[src/rtl/quad_gen.sv]
// Quadrature generator: walks a shadow position toward a loaded target,
// emitting one complete A/B detent (00->..->00) per step on the shortest wrapped path.
module quad_gen #(
  parameter int unsigned WIDTH     = 14,
  parameter int unsigned PHASE_DIV = 1000
) (
  input  logic             clk_encod,
  input  logic             rst,
  input  logic [WIDTH-1:0] target,
  input  logic             load,
  output logic             rot_a,
  output logic             rot_b,
  output logic [WIDTH-1:0] position,
  output logic             busy,
  output logic             done
);

  localparam int unsigned TW = (PHASE_DIV > 1) ? $clog2(PHASE_DIV) : 1;
  localparam logic [TW-1:0] TMAX = TW'(PHASE_DIV - 1);

  typedef enum logic [2:0] {
    S_IDLE,
    S_P1,
    S_P2,
    S_P3,
    S_P4
  } state_t;

  state_t           r_state;
  logic [TW-1:0]    r_timer;
  logic [WIDTH-1:0] r_target_q;
  logic [WIDTH-1:0] r_position;
  logic             r_dir_up;
  logic             r_arm;
  logic             r_a;
  logic             r_b;
  logic             r_busy;
  logic             r_done;

  logic [WIDTH-1:0] w_diff;
  logic             w_diff_nz;
  logic             w_up;
  logic             w_expired;
  logic [WIDTH-1:0] w_step;

  // Shortest path with wrap: MSB of the modular difference selects DN.
  assign w_diff    = r_target_q - r_position;
  assign w_diff_nz = |w_diff;
  assign w_up      = ~w_diff[WIDTH-1];
  assign w_expired = (r_timer == '0);
  assign w_step    = r_dir_up ? WIDTH'(1) : {WIDTH{1'b1}};

  // r_arm adds one idle cycle so AB leaves 00 two edges after the load edge.
  always_ff @(posedge clk_encod or posedge rst) begin
    if (rst) begin
      r_state    <= S_IDLE;
      r_timer    <= '0;
      r_target_q <= '0;
      r_position <= '0;
      r_dir_up   <= 1'b0;
      r_arm      <= 1'b0;
      r_a        <= 1'b0;
      r_b        <= 1'b0;
      r_busy     <= 1'b0;
      r_done     <= 1'b0;
    end else begin
      r_done <= 1'b0;
      if (load) r_target_q <= target;

      case (r_state)
        S_IDLE: begin
          if (r_arm && w_diff_nz) begin
            r_state      <= S_P1;
            r_dir_up     <= w_up;
            {r_a, r_b}   <= w_up ? 2'b10 : 2'b01;
            r_busy       <= 1'b1;
            r_arm        <= 1'b0;
            r_timer      <= TMAX;
          end else begin
            r_arm <= w_diff_nz;
          end
        end

        S_P1: begin
          if (w_expired) begin
            r_state    <= S_P2;
            {r_a, r_b} <= 2'b11;
            r_timer    <= TMAX;
          end else begin
            r_timer <= r_timer - TW'(1);
          end
        end

        S_P2: begin
          if (w_expired) begin
            r_state    <= S_P3;
            {r_a, r_b} <= r_dir_up ? 2'b01 : 2'b10;
            r_timer    <= TMAX;
          end else begin
            r_timer <= r_timer - TW'(1);
          end
        end

        // Returning to 00 completes the detent, so the shadow count moves here.
        S_P3: begin
          if (w_expired) begin
            r_state    <= S_P4;
            {r_a, r_b} <= 2'b00;
            r_position <= r_position + w_step;
            r_timer    <= TMAX;
          end else begin
            r_timer <= r_timer - TW'(1);
          end
        end

        S_P4: begin
          if (w_expired) begin
            if (w_diff_nz) begin
              r_state    <= S_P1;
              r_dir_up   <= w_up;
              {r_a, r_b} <= w_up ? 2'b10 : 2'b01;
              r_timer    <= TMAX;
            end else begin
              r_state <= S_IDLE;
              r_busy  <= 1'b0;
              r_done  <= 1'b1;
              r_timer <= '0;
            end
          end else begin
            r_timer <= r_timer - TW'(1);
          end
        end

        default: begin
          r_state <= S_IDLE;
          r_busy  <= 1'b0;
        end
      endcase
    end
  end

  assign rot_a    = r_a;
  assign rot_b    = r_b;
  assign position = r_position;
  assign busy     = r_busy;
  assign done     = r_done;

endmodule

[config.mk]
export PLATFORM = sky130hd
export DESIGN_NAME = quad_gen
export DESIGN_NICKNAME = d
export VERILOG_FILES = /design/src/rtl/quad_gen.sv
export SDC_FILE = /design/constraint.sdc
export NUM_CORES = 1
export LEC_CHECK = 0
export ABC_AREA = 1
export CORE_ASPECT_RATIO = 1.5
export CORE_MARGIN = 2
export CORE_UTILIZATION = 58
export DETAILED_ROUTE_END_ITERATION = 8
export GPL_TIMING_DRIVEN = 0
export PLACE_DENSITY = 0.86
export SLEW_MARGIN = 20
export SYNTH_ARGS = -nofsm -noshare
export SYNTH_HDL_FRONTEND = slang
export SYNTH_SLANG_ARGS = --single-unit
[constraint.sdc]
create_clock -name clk_encod -period 2.8 [get_ports clk_encod]
set_input_delay 0.42 -clock clk_encod [delete_from_list [all_inputs] [get_ports clk_encod]]
set_output_delay 0.42 -clock clk_encod [all_outputs]
set_load 0.05 [all_outputs]
==> results of run 1 <==
==> what timing repair did <==
| item | in CTS | in global routing |
|---|---|---|
| setup buffers | 0 | 7 |
| endpoints found under the setup margin | 1 | 7 |
| gates resized for setup | 1 | 3 |
==> metrics by stage <==
step                hold WS (ns)  utilization (%)  setup TNS (ns)  setup slack [ns]
CTS                        0.409             69.1               0           0.00841
floorplan                  0.453                -               0             0.319
global route               0.433             70.1         -0.0399           -0.0399
finish                     0.399             70.1               0            0.0932
detailed placement         0.457             67.8        -0.00588          -0.00588
global placement           0.457             67.4               0            0.0264
==> per-layer routing <==
layer | up-vias | track usage, %
li1 | 1836 | -
met1 | 1635 | 26.3
met2 | 82 | 48.7
met3 | 23 | 2.17
met4 | 0 | 11.9
met5 | - | 0
==> layout by cell type (no fill, tap or decap), types with 4 or more instances in the layout <==
cell type and n:
sky130_fd_sc_hd__inv_1 77, sky130_fd_sc_hd__nand3_1 48, sky130_fd_sc_hd__nand2_2 6, sky130_fd_sc_hd__nand4_1 7, sky130_fd_sc_hd__clkdlybuf4s50_1 33, sky130_fd_sc_hd__dfrtp_1 47
sky130_fd_sc_hd__inv_2 7, sky130_fd_sc_hd__buf_4 7, sky130_fd_sc_hd__nand2_1 167, sky130_fd_sc_hd__ha_1 27, sky130_fd_sc_hd__nor2_1 35, sky130_fd_sc_hd__nor3_1 4
sky130_fd_sc_hd__xnor2_1 4, sky130_fd_sc_hd__a21oi_1 21, sky130_fd_sc_hd__clkbuf_8 5, sky130_fd_sc_hd__xor2_1 8, sky130_fd_sc_hd__o21ai_0 28, sky130_fd_sc_hd__mux2_2 13
==> kinds of logic after synthesis <==
kind of cell	count (synthesis)	share of synthesized area, %
AOI/OAI and AO/OA	64	9.47
adders and majority gates	28	9.57
xor gates and xnor gates	12	2.81
buffers and inverters	90	9.26
DFF	47	31.4
and+or+nand+nor	286	33.5
muxes	13	3.91
==> worst max-delay path by stage <==
| stage | endpoint | slack, ns |
|---|---|---|
| 6_report | position[11]$_DFFE_PP0P_ | 0.09 |
| 3_5_place_dp | position[11]$_DFFE_PP0P_ | -0.006 |
| 4_1_cts | position[11]$_DFFE_PP0P_ | 0.008 |
| 2_1_floorplan | r_timer[0]$_DFFE_PP0P_ | 0.32 |
| 5_1_grt | position[11]$_DFFE_PP0P_ | -0.04 |
| 3_3_place_gp | position[11]$_DFFE_PP0P_ | 0.03 |
==> power groups by stage <==
stage | Clock (mW) | Combinational (mW) | Sequential (mW)
after floorplan | 0 | 1.28 | 1.02
after global placement | 0 | 1.64 | 0.961
after detailed placement | 0 | 1.70 | 0.970
after CTS | 0.400 | 1.72 | 0.960
after global routing | 0.423 | 2.05 | 0.984
final | 0.391 | 1.80 | 0.963
==> registers in the layout (all words and copies together), names as in the netlist, 3 cells and up <==
name	count
r_target_q	14
r_timer	10
r_state	3
position	14
==> cell type report <==
class	instances	share of cell area, %
clock buffers	5	1.59
multi-input cells	403	51.5
inverters	85	7.46
well taps	74	2.14
repair buffers	41	9.31
clock inverters	1	0.173
flip-flops and latches	47	27.2
plain buffers	5	0.636
==> worst max-delay path: cells and delay by family, from the launching register on <==
kind                     cells  cell delay (ns)
AND/OR/NAND/NOR              1             0.10
AO/OA/AOI/OAI                8             1.40
flip-flops                   1             0.41
buffers and inverters        1             0.30
adder cells (fa/ha/maj)      1             0.44
==> impl_metrics.yaml, run 1 <==
setup_path:
  path_cells: "clkinvlp_4 -> ha_1 -> a21oi_1 -> nand2_1 -> a21oi_1 -> o21ai_0 -> a21boi_1 -> o21ai_0 -> a21oi_1 -> o21ai_0 -> o21ai_0"
  reg2regPathDepth: 11
  first_element_of_the_critical_path: "r_dir_up$_DFFE_PP0P_"
  worstSetupPathType: "reg2reg"
  worst_setup_path_start_kind: "flip-flop"
  critical_path.most_common_cell: "sky130_fd_sc_hd__o21ai_0"
  worst_ep_required_time_ns: 3.03
  arrival_ns: 2.93
  worst-r2r-setup-slack_ns: 0.09
  worst_path_largest_cell_delay_ns: 0.44
  crit_path_end_kind: "flip-flop"
  cp_max_fo: 13
  ff_to_ff_end: "position[11]$_DFFE_PP0P_"
  critical-path-slowest-cell: "sky130_fd_sc_hd__ha_1"
  worstReg2RegStart: "r_dir_up$_DFFE_PP0P_"
yosys:
  synth.cells.most_frequent: "sky130_fd_sc_hd__nand2_1 (167), sky130_fd_sc_hd__inv_1 (79), sky130_fd_sc_hd__nand3_1 (48)"
  ys.warnings.count: 0
  ys_async_sr_fraction_pct: 100
  post_synth_num_cell_types: 39
  synth-main-ff-cell: "sky130_fd_sc_hd__dfrtp_1"
  yosysMostFrequentCell: "sky130_fd_sc_hd__nand2_1"
  top_cell_type_s_share_of_synthesized_area_pct: 31.4
  number_of_enable_flip_flop_cells_after_synthesis: 0
  synthesis.nets: 585
  syn_area_per_cell_um2: 6.93
  synthesis.area_um2: 3740
  syn-instance-count: 540
  synth_top_cell_by_area: "sky130_fd_sc_hd__dfrtp_1"
  synth_sequential_area_ratio_pct: 31.4
  top_post_synthesis_cells_by_area: "sky130_fd_sc_hd__dfrtp_1 (31%), sky130_fd_sc_hd__nand2_1 (17%), sky130_fd_sc_hd__ha_1 (9.0%)"
  ys_ff_latch: 47
route:
  average_wire_per_cell_in_the_routed_design_um: 12.8
  dr.first_iter.drc_count: 119
  route.vias.total: 3576
  dr.max_layer_used: "met4"
  wl_mm: 8.47
  met2_length_mm: 4.70
  met1_length_mm: 3.29
  detailed_route_wirelength_on_metal3_um: 188
  firstDrtPassIters: 4
  drc: 0
  final_antenna_net_count: 0
  post_drt_via_cell_ratio: 5.41
sta:
  finalMaxSlewViolations: 0
  hold_viol_final: 0
  layout_min_cycle_time_ns: 2.71
  setup_viol: 0
  fin_skew_ns: 0.0125
  worst_slew_pin_slew_ns: 0.508
  fmax_mhz: 369
  post-route-period-util_pct: 96.7
  slew_headroom_pct: 66.1
finish:
  layout.filler_cells: 512
  proportion_of_layout_cells_with_a_drive_suffix_above_1_pct: 9.71
  num_antenna_cells: 0
  layout.cell_area.non_filler_um2: 4330
  multi_input_comb_area_um2: 2230
  stdcell_count: 661
  regArea_um2: 1180
  fin_nets: 633
  layout-area-overhead-vs-synth_pct: 15.7
clock_tree:
  htreeDepth: 2
  hold_buffers: 0
  clock_buffer_depth: 2
  cts.sink_count: 47
  tritoncts: "built"
  tritoncts.num_buffers: 5
  cts.root.buffer_cell: "sky130_fd_sc_hd__clkbuf_8"
  worstSkewPairLatency_ns: 0.30
  cts.clk_slew.worst_paths_ns: 0.09
pwr:
  irDropWorstVdd_uv: 377
  share_clk_of_total_power_pct: 12.4
  comb_power_share_pct: 57.1
  p_int_mw: 1.68
  switching_share_pct: 46.9
  seq_power_share_pct: 30.5
  static_leak_nw: 2.25
  power_density_nw_per_um2: 729
  switchingPower_mw: 1.48
  total_power_mw: 3.16
place:
  placedInstanceArea_um2: 4180
  gp_congestion: 0.922
  io_buffers: 33
  place.detailed.instances: 648
  detailed_place_hpwl_mm: 6.72
floorplanning:
  coreArea_um2: 6170
  die-width_um: 69.6
  floorplan.die_area_um2: 7120
  std_cell_rows: 35
  io_pins: 35
  dieHeight_um: 102
  initial_core_util_pct: 60.6
hold_path:
  timing.hold.worst.class: "in2async"
global_route:
  globalRoute.totalOverflow: 0
  grtUsageTotal_pct: 24.7
  first_global_vias: 3448
  number_of_antenna_violations_at_the_first_check_in_global_routing: 0
  global_route_wire_length_before_repair_mm: 14.4
  grt_start_max_net_pins: 33
run_status:
  status: "complete, no violations"
job:
  drv_cap: 0
Power figures use the tool's default switching activity.
==> inputs of run 2 (changes only) <==
--- a/config.mk
+++ b/config.mk
@@ -6,7 +6,6 @@
 export NUM_CORES = 1
 export LEC_CHECK = 0
 export ABC_AREA = 1
-export CORE_ASPECT_RATIO = 1.5
 export CORE_MARGIN = 2
 export CORE_UTILIZATION = 58
 export DETAILED_ROUTE_END_ITERATION = 8
==> impl_metrics.yaml, run 2 (synthesis results as in run 1) <==
floorplanning:
  io_pins: 35
  die-width_um: 84.3
  initial_core_util_pct: 59.6
  coreArea_um2: 6280
  floorplan.die_area_um2: 7110
  std_cell_rows: 29
  dieHeight_um: 84.3
route:
  average_wire_per_cell_in_the_routed_design_um: 13.3
  drc: 0
  post_drt_via_cell_ratio: 5.46
  dr.first_iter.drc_count: 257
  firstDrtPassIters: 5
  route.vias.total: 3650
  wl_mm: 8.87
  final_antenna_net_count: 0
finish:
  mostFrequentLayoutCell: "sky130_fd_sc_hd__nand2_1"
  layout.cells.most_common_list: "sky130_fd_sc_hd__nand2_1 (167), sky130_fd_sc_hd__inv_1 (77), sky130_fd_sc_hd__nand3_1 (48)"
  layout-area-overhead-vs-synth_pct: 17.1
  layout.filler_cells: 501
  num_antenna_cells: 0
  fin_nets: 637
  finish.utilization_pct: 69.8
  proportion_of_layout_cells_with_a_drive_suffix_above_1_pct: 10.5
  multi_input_comb_area_um2: 2230
  regArea_um2: 1180
place:
  gp_congestion: 0.880
  detailed_place_hpwl_mm: 6.83
  dpl_worst_slack_ns: 0.0601
  io_buffers: 33
pwr:
  share_clk_of_total_power_pct: 13.3
  power_density_nw_per_um2: 746
  irDropWorstVdd_uv: 711
  static_leak_nw: 2.28
  switching_share_pct: 46.8
  p_int_mw: 1.74
  switchingPower_mw: 1.53
  seq_power_share_pct: 29.4
  comb_power_share_pct: 57.3
global_route:
  globalRoute.totalOverflow: 0
  global_route_wire_length_before_repair_mm: 15.1
  grtUsageTotal_pct: 25.5
  grt_start_max_net_pins: 25
  grt_util_met2_pct: 44.3
  busiest_layer: "met2"
  number_of_antenna_violations_at_the_first_check_in_global_routing: 0
  first_global_vias: 3537
  grtUsageMet1_pct: 32.7
  grt.met3_usage_pct: 3.64
sta:
  slew_headroom_pct: 62.1
  grt_setup_unrepaired: "no"
  setup_ws_ns: 0.231
  hold_viol_final: 0
  fin_skew_ns: 0.00869
  fmax_mhz: 389
  fin_tns_setup_ns: 0
  worst_hold_slack_ns: 0.481
  layout_min_cycle_time_ns: 2.57
  post-route-period-util_pct: 91.8
  setup_viol: 0
  worst_slew_pin_slew_ns: 0.568
  finalMaxSlewViolations: 0
clock_tree:
  htreeDepth: 2
  worstSkewPairLatency_ns: 0.31
  tritoncts.num_buffers: 5
  cts.clk_slew.worst_paths_ns: 0.08
  clock_buffer_depth: 2
  tritoncts: "built"
  cts.root.buffer_cell: "sky130_fd_sc_hd__clkbuf_8"
  cts.sink_count: 47
  hold_buffers: 0
setup_path:
  worstSetupPathType: "reg2reg"
  cp_max_fo: 14
  crit_path_end_kind: "flip-flop"
  reg2regPathDepth: 12
  worst-r2r-setup-slack_ns: 0.23
  worst_ep_required_time_ns: 3.02
  first_element_of_the_critical_path: "r_dir_up$_DFFE_PP0P_"
  worst_setup_path_start_kind: "flip-flop"
  worstReg2RegStart: "r_dir_up$_DFFE_PP0P_"
  arrival_ns: 2.79
hold_path:
  hold-path-cell-count: 2
  hold_start: "rot_a$_DFFE_PP0P_"
  timing.hold.worst.class: "reg2reg"
run_status:
  status: "complete, no violations"
job:
  drv_cap: 0
[run 2: changes by cell type in the layout (fill, tap and decap cells not counted)]
| cell | before | now |
|---|---|---|
| sky130_fd_sc_hd__buf_16 | 0 | 1 |
| sky130_fd_sc_hd__buf_12 | 1 | 0 |
| sky130_fd_sc_hd__buf_4 | 7 | 11 |
| sky130_fd_sc_hd__clkbuf_8 | 5 | 6 |
| sky130_fd_sc_hd__clkinvlp_4 | 2 | 1 |
| sky130_fd_sc_hd__clkinv_2 | 0 | 1 |
[run 2: power by group through the flow]
stage / Clock (mW) / Sequential, mW / Combinational [mW]
2_1_floorplan: 0 / 1.02 / 1.28
3_3_place_gp: 0 / 0.960 / 1.63
3_5_place_dp: 0 / 0.970 / 1.72
4_1_cts: 0.436 / 0.957 / 1.73
5_1_grt: 0.459 / 0.981 / 2.12
6_report: 0.435 / 0.963 / 1.87
[run 2: final timing paths]
| kind | endpoint |
|---|---|
| max | position[11]$_DFFE_PP0P_ |
| max in group asynchronous | r_state[2]$_DFFE_PP0P_ |
| max reg2reg | position[11]$_DFFE_PP0P_ |
| min in group asynchronous | position[10]$_DFFE_PP0P_ |
| min | rot_a$_DFFE_PP0P_ |
| min reg2reg | rot_a$_DFFE_PP0P_ |
[run 2: area by class of cell]
| type | instances | share of cell area [%] |
|---|---|---|
| inverters | 85 | 7.37 |
| plain buffers | 5 | 0.628 |
| clock inverters | 1 | 0.114 |
| clock buffers | 6 | 1.89 |
| well taps | 77 | 2.20 |
| multi-input cells | 403 | 50.9 |
| flip-flops and latches | 47 | 26.8 |
| repair buffers | 45 | 10.1 |
[run 2: worst max-delay path, stage by stage, from the launching register on]
cell and delay [ns]:
sky130_fd_sc_hd__dfrtp_1 0.40, sky130_fd_sc_hd__clkinvlp_4 0.26, sky130_fd_sc_hd__buf_4 0.23, sky130_fd_sc_hd__ha_1 0.32, sky130_fd_sc_hd__nand2_1 0.09, sky130_fd_sc_hd__inv_1 0.04, sky130_fd_sc_hd__a21oi_1 0.26, sky130_fd_sc_hd__o21ai_0 0.20
sky130_fd_sc_hd__a21boi_1 0.27, sky130_fd_sc_hd__o21ai_0 0.14, sky130_fd_sc_hd__a21oi_1 0.13, sky130_fd_sc_hd__o21ai_0 0.08, sky130_fd_sc_hd__o21ai_0 0.08
[run 2: metal layers]
metal | wire length (µm) | up-vias
li1 | - | 1843
met1 | 3990 | 1710
met2 | 4490 | 81
met3 | 263 | 16
met4 | 138 | 0
met5 | 0 | -
[run 2: what timing repair did]
action                                  4_1_cts  5_1_grt
endpoints found under the setup margin        0        9
resized for setup                             0        4
setup buffers                                 0       11
[run 2: metrics by stage]
stage	total power [mW]	instance area [µm²]	std cells
2_1_floorplan	2.29	3740	540
3_3_place_gp	2.59	4170	650
3_5_place_dp	2.69	4200	651
4_1_cts	3.12	4280	658
5_1_grt	3.56	4380	669
6_report	3.27	4380	669
==> inputs of run 3 (changes only) <==
--- a/config.mk
+++ b/config.mk
@@ -6,11 +6,12 @@
 export NUM_CORES = 1
 export LEC_CHECK = 0
 export ABC_AREA = 1
-export CORE_MARGIN = 2
+export CORE_MARGIN = 3
 export CORE_UTILIZATION = 58
 export DETAILED_ROUTE_END_ITERATION = 8
 export GPL_TIMING_DRIVEN = 0
 export PLACE_DENSITY = 0.86
+export REMOVE_ABC_BUFFERS = 1
 export SLEW_MARGIN = 20
 export SYNTH_ARGS = -nofsm -noshare
 export SYNTH_HDL_FRONTEND = slang
==> impl_metrics.yaml, run 3 (synthesis results as in run 1) <==
global_route:
  global_route_wire_length_before_repair_mm: 15.5
  globalRoute.totalOverflow: 0
  first_global_vias: 3580
  grt_start_max_net_pins: 32
  number_of_antenna_violations_at_the_first_check_in_global_routing: 0
  grtUsageTotal_pct: 25.8
floorplanning:
  io_pins: 35
  std_cell_rows: 28
  floorplan.die_area_um2: 7450
  die-width_um: 86.3
  coreArea_um2: 6100
  initial_core_util_pct: 61.4
  dieHeight_um: 86.3
finish:
  finish.utilization_pct: 71.3
  layout.filler_cells: 476
  layout.cell_area.non_filler_um2: 4340
  num_antenna_cells: 0
  layout.cells.most_common_list: "sky130_fd_sc_hd__nand2_1 (167), sky130_fd_sc_hd__inv_1 (77), sky130_fd_sc_hd__nand3_1 (48)"
  fin_nets: 628
  multi_input_comb_area_um2: 2240
  regArea_um2: 1180
  proportion_of_layout_cells_with_a_drive_suffix_above_1_pct: 9.93
  stdcell_count: 659
  mostFrequentLayoutCell: "sky130_fd_sc_hd__nand2_1"
  layout-area-overhead-vs-synth_pct: 16.1
clock_tree:
  htreeDepth: 2
  cts.clk_slew.worst_paths_ns: 0.09
  cts.sink_count: 47
  worstSkewPairLatency_ns: 0.31
  cts.root.buffer_cell: "sky130_fd_sc_hd__clkbuf_8"
  hold_buffers: 0
  tritoncts.num_buffers: 5
  clock_buffer_depth: 2
  tritoncts: "built"
setup_path:
  worstReg2RegStart: "r_dir_up$_DFFE_PP0P_"
  worst-r2r-setup-slack_ns: 0.21
  reg2regPathDepth: 10
  worst_ep_required_time_ns: 2.97
  path_cells: "clkinvlp_4 -> ha_1 -> a21oi_1 -> nand2_1 -> a21oi_1 -> o21ai_0 -> a21boi_1 -> o21ai_0 -> o21ai_0 -> o21ai_0"
  critical-path-slowest-cell: "sky130_fd_sc_hd__ha_1"
  crit_path_end_kind: "flip-flop"
  critical_path.most_common_cell: "sky130_fd_sc_hd__o21ai_0"
  worst_setup_path_endpoint: "position[11]$_DFFE_PP0P_"
  first_element_of_the_critical_path: "r_dir_up$_DFFE_PP0P_"
  ff_to_ff_end: "position[11]$_DFFE_PP0P_"
  worst_path_largest_cell_delay_ns: 0.40
  arrival_ns: 2.76
  cp_max_fo: 12
  worst_setup_path_start_kind: "flip-flop"
  worstSetupPathType: "reg2reg"
sta:
  worst_slew_pin_slew_ns: 0.673
  finalMaxSlewViolations: 0
  hold_viol_final: 0
  fmax_mhz: 386
  fin_skew_ns: 0.00920
  grt_setup_unrepaired: "no"
  slew_headroom_pct: 55.0
  layout_min_cycle_time_ns: 2.59
  fin_tns_setup_ns: 0
  setup_viol: 0
  post-route-period-util_pct: 92.5
route:
  wl_mm: 9.08
  firstDrtPassIters: 6
  route.vias.total: 3688
  post_drt_via_cell_ratio: 5.60
  average_wire_per_cell_in_the_routed_design_um: 13.8
  final_antenna_net_count: 0
  dr.first_iter.drc_count: 236
  drc: 0
pwr:
  total_power_mw: 3.24
  power_density_nw_per_um2: 745
  static_leak_nw: 2.25
  irDropWorstVdd_uv: 803
place:
  placedInstanceArea_um2: 4170
  detailed_place_hpwl_mm: 7.04
  place.detailed.instances: 645
  gp_congestion: 0.903
  io_buffers: 34
run_status:
  status: "complete, no violations"
hold_path:
  timing.hold.worst.class: "in2async"
job:
  drv_cap: 0
-- run 3: layout make-up --
type | instances | area share (%)
multi-input cells | 403 | 51.5
inverters | 85 | 7.49
clock inverters | 1 | 0.173
flip-flops and latches | 47 | 27.1
repair buffers | 41 | 9.33
clock buffers | 7 | 2.22
well taps | 75 | 2.16
-- run 3: per-stage QoR --
step                      setup WS, ns  hold slack, ns
after floorplan                  0.317           0.453
after global placement           0.141           0.456
after detailed placement        0.0694           0.466
after CTS                       0.0531           0.430
after global routing           0.00103           0.450
final                            0.211           0.417
-- run 3: worst max-delay path: cells and delay by family, from the launching register on --
kind	cells	cell delay, ns
AOI/OAI and AO/OA	7	1.29
and+or+nand+nor	1	0.11
adders and majority gates	1	0.40
DFF	1	0.39
buffers and inverters	1	0.24
-- run 3: worst min-delay path by stage --
stage	endpoint	slack [ns]	cells past startpoint
2_1_floorplan	r_dir_up$_DFFE_PP0P_	0.45	2
3_3_place_gp	rot_b$_DFFE_PP0P_	0.46	2
3_5_place_dp	rot_a$_DFFE_PP0P_	0.47	2
4_1_cts	rot_b$_DFFE_PP0P_	0.43	2
5_1_grt	busy$_DFFE_PP0P_	0.45	2
6_report	rot_b$_DFFE_PP0P_	0.42	2
-- run 3: repair_timing --
action / 4_1_cts / 5_1_grt
setup buffers: 0 / 6
setup endpoints to repair: 0 / 15
resized for setup: 0 / 8
-- run 3: report_power, final --
group | total (mW) | internal [mW] | switching [mW]
Clock | 0.471 | 0.225 | 0.246
Combinational | 1.79 | 0.643 | 1.14
Sequential | 0.979 | 0.839 | 0.140
-- run 3: routing by layer --
metal | track usage [%] | routed length (µm)
met5 | 0 | 0
met1 | 30.2 | 3790
met3 | 3.99 | 409
met2 | 46.7 | 4580
met4 | 10.9 | 293
